<file path="config.mk">
export PLATFORM = sky130hd
export DESIGN_NAME = alu_wide_sequencer
export DESIGN_NICKNAME = d
export VERILOG_FILES = /design/src/rtl/alu_ctrl_pkg.sv /design/src/rtl/alu_wide_sequencer.sv
export SDC_FILE = /design/constraint.sdc
export NUM_CORES = 1
export LEC_CHECK = 0
export ABC_CLOCK_PERIOD_IN_PS = 2350
export CAP_MARGIN = 40
export CORE_ASPECT_RATIO = 1.25
export CORE_MARGIN = 2
export CORE_UTILIZATION = 38
export CTS_CLUSTER_DIAMETER = 60
export CTS_CLUSTER_SIZE = 14
export DETAILED_ROUTE_END_ITERATION = 10
export PLACE_DENSITY = 0.66
export REMOVE_ABC_BUFFERS = 1
export SLEW_MARGIN = 20
export SYNTH_ARGS = -nofsm -noshare
export SYNTH_HDL_FRONTEND = slang
export SYNTH_SLANG_ARGS = --single-unit
</file>
<file path="constraint.sdc">
create_clock -name clk -period 2.35 [get_ports clk]
set_input_delay 0.47 -clock clk [delete_from_list [all_inputs] [get_ports clk]]
set_output_delay 0.47 -clock clk [all_outputs]
set_load 0.1 [all_outputs]
</file>
<file path="src/rtl/alu_ctrl_pkg.sv">
// -----------------------------------------------------------------------------
// alu_ctrl_pkg
// Shared definitions for the wide-operation ALU sequencer:
//   - ALU op codes as seen on the shared 32-bit combinational ALU
//   - sequencer state encoding
//   - NZCV bit positions inside the 4-bit flag vectors
//   - map_pass(): per-pass ALU op/carry-in selection for chained 64-bit ops
// -----------------------------------------------------------------------------
package alu_ctrl_pkg;

    // ALU op codes
    localparam logic [3:0] AND_L = 4'b0000;
    localparam logic [3:0] AND_B = 4'b0001;
    localparam logic [3:0] OR_L  = 4'b0010;
    localparam logic [3:0] OR_B  = 4'b0011;
    localparam logic [3:0] XOR   = 4'b0100;
    localparam logic [3:0] XOR_B = 4'b0101;
    localparam logic [3:0] ADD   = 4'b0111;
    localparam logic [3:0] SUB   = 4'b1000;
    localparam logic [3:0] ADC   = 4'b1001;
    localparam logic [3:0] SBC   = 4'b1010;

    // Bit positions of N, Z, C, V inside a 4-bit NZCV vector
    localparam int FLAG_N = 3;
    localparam int FLAG_Z = 2;
    localparam int FLAG_C = 1;
    localparam int FLAG_V = 0;

    // Sequencer states
    typedef enum logic [1:0] {
        ST_IDLE = 2'b00,
        ST_LO   = 2'b01,
        ST_HI   = 2'b10,
        ST_RESP = 2'b11
    } state_t;

    // Which word of a (possibly wide) operation the ALU is working on
    typedef enum logic {
        PASS_LO = 1'b0,
        PASS_HI = 1'b1
    } pass_t;

    // What the sequencer presents to the ALU control inputs for one pass
    typedef struct packed {
        logic [3:0] op;
        logic       cin;
    } alu_drive_t;

    // True for the carry-producing arithmetic ops (ADD..SBC)
    function automatic logic is_arith(input logic [3:0] op);
        return (op >= ADD) && (op <= SBC);
    endfunction

    // Select ALU op and carry-in for one pass.
    // The low pass of ADD/SUB starts the chain with no carry; ADC/SBC feed in
    // the architectural C. The high pass always continues the chain with the
    // carry/borrow out of the low pass, so ADD/ADC become ADC and SUB/SBC
    // become SBC. Every other op runs unchanged with carry-in cleared.
    function automatic alu_drive_t map_pass(
        input logic [3:0] op,
        input pass_t      pass,
        input logic       c_arch,
        input logic       cout_lo
    );
        alu_drive_t d;
        d.op  = op;
        d.cin = 1'b0;
        case (op)
            ADD: begin
                if (pass == PASS_LO) begin
                    d.op  = ADD;
                    d.cin = 1'b0;
                end else begin
                    d.op  = ADC;
                    d.cin = cout_lo;
                end
            end
            ADC: begin
                d.op = ADC;
                if (pass == PASS_LO) begin
                    d.cin = c_arch;
                end else begin
                    d.cin = cout_lo;
                end
            end
            SUB: begin
                if (pass == PASS_LO) begin
                    d.op  = SUB;
                    d.cin = 1'b0;
                end else begin
                    d.op  = SBC;
                    d.cin = cout_lo;
                end
            end
            SBC: begin
                d.op = SBC;
                if (pass == PASS_LO) begin
                    d.cin = c_arch;
                end else begin
                    d.cin = cout_lo;
                end
            end
            default: begin
                d.op  = op;
                d.cin = 1'b0;
            end
        endcase
        return d;
    endfunction

endpackage : alu_ctrl_pkg

</file>
<file path="src/rtl/alu_wide_sequencer.sv">
// -----------------------------------------------------------------------------
// alu_wide_sequencer
// Multi-cycle controller in front of a shared 32-bit combinational ALU.
// Runs 32-bit ops in one ALU pass and 64-bit ops in two passes (low word,
// then high word with carry/borrow chained), owns the architectural NZCV
// register and returns result + flags over a valid/ready response channel.
//
// Ports
//   clk, rst_n            clock (rising edge), async active-low reset
//   req_valid/req_ready   request handshake (ready only in IDLE)
//   req_op/wide/setf      ALU op, 64-bit select, update-NZCV select
//   req_a, req_b          64-bit operands (only low 32 bits used when narrow)
//   alu_a/b/op/cin        drive to the shared ALU
//   alu_o/n/z/v/cout      result and flags back from the ALU
//   rsp_valid/rsp_ready   response handshake
//   rsp_result            {hi, lo} result; upper word zero when narrow
//   rsp_flags             NZCV composed for this op (independent of setf)
//   flags                 architectural NZCV register
//
// Vectors are declared descending; what the ALU documentation calls bit 0
// (the MSB) is the top index here, so numeric values are identical.
// -----------------------------------------------------------------------------
module alu_wide_sequencer
    import alu_ctrl_pkg::*;
#(
    parameter logic [3:0] IDLE_OP = 4'b1111
) (
    input  logic        clk,
    input  logic        rst_n,
    input  logic        req_valid,
    output logic        req_ready,
    input  logic [3:0]  req_op,
    input  logic        req_wide,
    input  logic        req_setf,
    input  logic [63:0] req_a,
    input  logic [63:0] req_b,
    output logic [31:0] alu_a,
    output logic [31:0] alu_b,
    output logic [3:0]  alu_op,
    output logic        alu_cin,
    input  logic [31:0] alu_o,
    input  logic        alu_n,
    input  logic        alu_z,
    input  logic        alu_v,
    input  logic        alu_cout,
    output logic        rsp_valid,
    input  logic        rsp_ready,
    output logic [63:0] rsp_result,
    output logic [3:0]  rsp_flags,
    output logic [3:0]  flags
);

    state_t      r_state;
    state_t      w_state_nxt;

    logic [3:0]  r_op;
    logic        r_wide;
    logic        r_setf;
    logic [63:0] r_a;
    logic [63:0] r_b;

    logic [31:0] r_lo_word;
    logic        r_z_lo;
    logic        r_cout_lo;

    logic [63:0] r_rsp_result;
    logic [3:0]  r_rsp_flags;
    logic [3:0]  r_flags;
    logic        r_req_ready;
    logic        r_rsp_valid;

    alu_drive_t  w_drv;
    logic [31:0] w_alu_a;
    logic [31:0] w_alu_b;
    logic [63:0] w_res;
    logic [3:0]  w_nzcv;
    logic        w_enter_resp;
    logic        w_accept;

    assign w_accept = (r_state == ST_IDLE) && req_valid;

    // Next-state logic for the pass sequencer
    always_comb begin
        w_state_nxt = r_state;
        case (r_state)
            ST_IDLE: begin
                if (req_valid) begin
                    w_state_nxt = ST_LO;
                end else begin
                    w_state_nxt = ST_IDLE;
                end
            end
            ST_LO: begin
                if (r_wide) begin
                    w_state_nxt = ST_HI;
                end else begin
                    w_state_nxt = ST_RESP;
                end
            end
            ST_HI: begin
                w_state_nxt = ST_RESP;
            end
            ST_RESP: begin
                if (rsp_ready) begin
                    w_state_nxt = ST_IDLE;
                end else begin
                    w_state_nxt = ST_RESP;
                end
            end
            default: begin
                w_state_nxt = ST_IDLE;
            end
        endcase
    end

    // ALU drive: decoded from registered state/operands only, idle otherwise
    always_comb begin
        w_drv.op  = IDLE_OP;
        w_drv.cin = 1'b0;
        w_alu_a   = 32'h0000_0000;
        w_alu_b   = 32'h0000_0000;
        case (r_state)
            ST_LO: begin
                w_drv   = map_pass(r_op, PASS_LO, r_flags[FLAG_C], 1'b0);
                w_alu_a = r_a[31:0];
                w_alu_b = r_b[31:0];
            end
            ST_HI: begin
                w_drv   = map_pass(r_op, PASS_HI, r_flags[FLAG_C], r_cout_lo);
                w_alu_a = r_a[63:32];
                w_alu_b = r_b[63:32];
            end
            default: begin
                w_drv.op  = IDLE_OP;
                w_drv.cin = 1'b0;
                w_alu_a   = 32'h0000_0000;
                w_alu_b   = 32'h0000_0000;
            end
        endcase
    end

    assign alu_a   = w_alu_a;
    assign alu_b   = w_alu_b;
    assign alu_op  = w_drv.op;
    assign alu_cin = w_drv.cin;

    // Compose the response from the pass that finishes this cycle.
    // Logic ops produce no carry, so C keeps the architectural value.
    // A wide result is zero only if both halves were zero.
    always_comb begin
        w_res        = r_rsp_result;
        w_nzcv       = r_rsp_flags;
        w_enter_resp = 1'b0;
        if (r_state == ST_LO) begin
            w_res          = {32'h0000_0000, alu_o};
            w_nzcv[FLAG_N] = alu_n;
            w_nzcv[FLAG_Z] = alu_z;
            w_nzcv[FLAG_C] = is_arith(r_op) ? alu_cout : r_flags[FLAG_C];
            w_nzcv[FLAG_V] = alu_v;
            w_enter_resp   = !r_wide;
        end else if (r_state == ST_HI) begin
            w_res          = {alu_o, r_lo_word};
            w_nzcv[FLAG_N] = alu_n;
            w_nzcv[FLAG_Z] = r_z_lo & alu_z;
            w_nzcv[FLAG_C] = is_arith(r_op) ? alu_cout : r_flags[FLAG_C];
            w_nzcv[FLAG_V] = alu_v;
            w_enter_resp   = 1'b1;
        end else begin
            w_res        = r_rsp_result;
            w_nzcv       = r_rsp_flags;
            w_enter_resp = 1'b0;
        end
    end

    // State register
    always_ff @(posedge clk or negedge rst_n) begin
        if (!rst_n) begin
            r_state <= ST_IDLE;
        end else begin
            r_state <= w_state_nxt;
        end
    end

    // Request latch: operands and controls captured on acceptance
    always_ff @(posedge clk or negedge rst_n) begin
        if (!rst_n) begin
            r_op   <= 4'b0000;
            r_wide <= 1'b0;
            r_setf <= 1'b0;
            r_a    <= 64'h0;
            r_b    <= 64'h0;
        end else if (w_accept) begin
            r_op   <= req_op;
            r_wide <= req_wide;
            r_setf <= req_setf;
            r_a    <= req_a;
            r_b    <= req_b;
        end else begin
            r_op   <= r_op;
            r_wide <= r_wide;
            r_setf <= r_setf;
            r_a    <= r_a;
            r_b    <= r_b;
        end
    end

    // Low-pass capture: what the high pass and flag composition still need
    always_ff @(posedge clk or negedge rst_n) begin
        if (!rst_n) begin
            r_lo_word <= 32'h0000_0000;
            r_z_lo    <= 1'b0;
            r_cout_lo <= 1'b0;
        end else if (r_state == ST_LO) begin
            r_lo_word <= alu_o;
            r_z_lo    <= alu_z;
            r_cout_lo <= alu_cout;
        end else begin
            r_lo_word <= r_lo_word;
            r_z_lo    <= r_z_lo;
            r_cout_lo <= r_cout_lo;
        end
    end

    // Response registers and architectural flags, loaded on entry to RESP
    always_ff @(posedge clk or negedge rst_n) begin
        if (!rst_n) begin
            r_rsp_result <= 64'h0;
            r_rsp_flags  <= 4'b0000;
            r_flags      <= 4'b0000;
        end else if (w_enter_resp) begin
            r_rsp_result <= w_res;
            r_rsp_flags  <= w_nzcv;
            r_flags      <= r_setf ? w_nzcv : r_flags;
        end else begin
            r_rsp_result <= r_rsp_result;
            r_rsp_flags  <= r_rsp_flags;
            r_flags      <= r_flags;
        end
    end

    // Handshake outputs registered from the state being entered
    always_ff @(posedge clk or negedge rst_n) begin
        if (!rst_n) begin
            r_req_ready <= 1'b1;
            r_rsp_valid <= 1'b0;
        end else begin
            r_req_ready <= (w_state_nxt == ST_IDLE);
            r_rsp_valid <= (w_state_nxt == ST_RESP);
        end
    end

    assign req_ready  = r_req_ready;
    assign rsp_valid  = r_rsp_valid;
    assign rsp_result = r_rsp_result;
    assign rsp_flags  = r_rsp_flags;
    assign flags      = r_flags;

endmodule : alu_wide_sequencer

</file>
==> flow_summary.json <==
{
  "status": "finished, violations left",
  "violations": "setup timing",
  "vias": 7458,
  "grt_pass1_wl_um": 45000,
  "syn_to_final_growth_pct": 56.7,
  "rsz0062_at_grt": "yes",
  "synth_cell_types": 37,
  "placed_cell_area_um2": 14600,
  "dp_hpwl_um": 18700,
  "netlist_area_um2": 10400,
  "drt_iter0_markers": 210,
  "portBuffers": 316,
  "maxSlewHeadroom_pct": 66.8,
  "start_util_pct": 38.8,
  "place.gp.congestion": 0.725,
  "path_clk_slew_ns": 0.07,
  "crit_arrival_ns": 2.06,
  "row_count": 67,
  "die_x_um": 152,
  "clock_latency_ns": 0.50,
  "grt_overflow_total": 0,
  "avgSynthCellArea_um2": 13.3,
  "rrSetupSlack_ns": 0.27,
  "hold_ws_ns": 0.481,
  "finalWorstSetupSlack_ns": -0.179,
  "routed_wl_um": 29100,
  "drcViolationCount": 0,
  "grt_max_degree": 63,
  "ys_ff_latch": 244,
  "cts.sink_count": 244,
  "worst_setup_path_start_kind": "flip-flop",
  "fin_worst_skew_ns": 0.00869,
  "path_class": "flip-flop to output port",
  "timing.final.max_slew_violations": 0,
  "nets": 1303,
  "ioPinCount": 317,
  "worst_pin_slew_ns": 0.498,
  "cts_buffers": 21,
  "track_usage_pct": 19.6,
  "via_per_inst": 5.03,
  "dr.pass1.iters": 4,
  "critPathRequiredTime_ns": 1.88,
  "syn_inst": 785,
  "cp_max_fo": 6,
  "finalCriticalPeriod_ns": 2.53,
  "hold_viol_final": 0,
  "die_height_um": 189,
  "root_buffer": "clkbuf_16",
  "final_cell_mix": "dfrtp_1 (242), mux2_2 (196), clkdlybuf4s50_1 (172), buf_4 (94), buf_12 (85)",
  "min_path_type": "flip-flop to flip-flop",
  "max_freq_mhz": 395,
  "clockBufferDepth": 3,
  "period_share_pct": 108,
  "core_area_um2": 26900,
  "grt_pass1_vias": 7928,
  "ys_warn_count": 0,
  "antenna_found_initial": 4,
  "wl_per_cell_um": 19.7,
  "drive_gt1_share_pct": 47.4,
  "synth_seq_area_share_pct": 58.5,
  "setup_viol": 69,
  "antenna_left": 0,
  "design_area_um2": 16300,
  "cts_tree": "built",
  "die_area_um2": 28800,
  "place_ws_ns": 0.142,
  "htreeDepth": 1,
  "cap_violations": 0,
  "fin_util_pct": 60.7,
  "setup.worst_path.end_class": "output port",
  "final_common_cell": "dfrtp_1"
}
-- cell usage after synthesis (all sizes together) --
cell | count | area share, %
dfrtp | 243 | 58
mux2 | 205 | 22
nor2b | 65 | 3.9
a22oi | 64 | 4.6
nand2 | 43 | 1.6
buf | 37 | 2.1
o21ai | 36 | 1.7
nand2b | 33 | 2.0
clkbuf | 19 | 0.68
a21oi | 6 | 0.29
ha | 5 | 0.60
inv | 5 | 0.18
and2 | 3 | 0.20
nand3 | 3 | 0.24
nor2 | 3 | 0.11
nand4b | 2 | 0.17
a2111oi | 1 | 0.084
a211oi | 1 | 0.072
a21boi | 1 | 0.072
a21o | 1 | 0.072
a22o | 1 | 0.084
a31oi | 1 | 0.060
a41oi | 1 | 0.084
and3 | 1 | 0.060
dfstp | 1 | 0.25
mux2i | 1 | 0.096
o21bai | 1 | 0.072
or2 | 1 | 0.060
xnor2 | 1 | 0.084
-- final cells by class --
cell class / count / area [um^2]
diodes: 4 / 10.0
clock buffers: 30 / 559
clock inverters: 2 / 35.0
fillers: 2075 / 10600
inverters: 5 / 21.3
multi-input cells: 480 / 4620
flip-flops and latches: 244 / 6110
well taps: 345 / 432
repair buffers: 372 / 4560
-- stage by stage --
| step | TNS, ns | cells |
|---|---|---|
| floorplan | -624.73 | 729 |
| global placement | 0 | 1415 |
| detailed placement | 0 | 1415 |
| CTS | -10.08 | 1472 |
| global route | -12.91 | 1482 |
| finish | -7.81 | 1482 |
-- per-layer routing --
layer	GRT usage, %	routed length, um	part of all wire (%)
met5	0	0	0
met4	5.57	623	2.1
met3	4.81	1760	6.1
met2	34.2	15000	52
met1	24.2	11700	40
-- worst paths after layout --
check / start / to / cells after the start
setup / recovery: r_state[1] / alu_op[0] / 7
hold / removal: rsp_result[45] / rsp_result[45] / 2
setup reg to reg: r_state[1] / rsp_result[8] / 7
hold reg to reg: rsp_result[45] / rsp_result[45] / 2
max in group asynchronous: rst_n / r_b[62] / 3
min in group asynchronous: rst_n / rsp_result[7] / 2
-- cell families (layout without fill, tap and decap cells) --
group           after synthesis  in the layout  share of synthesized area (%)
mux                         206            206                           22.3
xor+xnor                      1              1                         0.0840
buf+inv                      61            409                           2.99
fa+ha+maj                     5              5                          0.600
simple gates                154            154                           8.29
compound gates              114            114                           7.22
other cells                   0              4                              0
flops                       244            244                           58.5
-- timing repair --
| item | 4_1_cts | 5_1_grt |
|---|---|---|
| pin swaps | 4 | 2 |
| cloned | 6 | 6 |
| buffers inserted | 18 | 1 |
| hold buffers | 1 | 0 |
| endpoints found under the setup margin | 69 | 69 |
| gates resized for setup | 120 | 55 |
| endpoints found under the hold margin | 56 | 0 |
-- worst max-delay path, cell delays in order, from the launching register on --
cell	delay [ns]
dfrtp_1	0.40
buf_4	0.15
ha_4	0.22
buf_4	0.18
or2_4	0.28
nand2_1	0.07
nand2_1	0.08
buf_12	0.18
-- state kept, by name, indices dropped and copies added, names as in the netlist --
signal and cells:
flags 4, r_a 64, r_b 64, r_cout_lo 1, r_lo_word 32, r_op 4, r_setf 1, r_state 2
r_wide 1, r_z_lo 1, req_ready 1, rsp_flags 4, rsp_result 64, rsp_valid 1
Power is not shown: default switching activity piles up to over one toggle a cycle in this logic, so the estimate is an artifact.
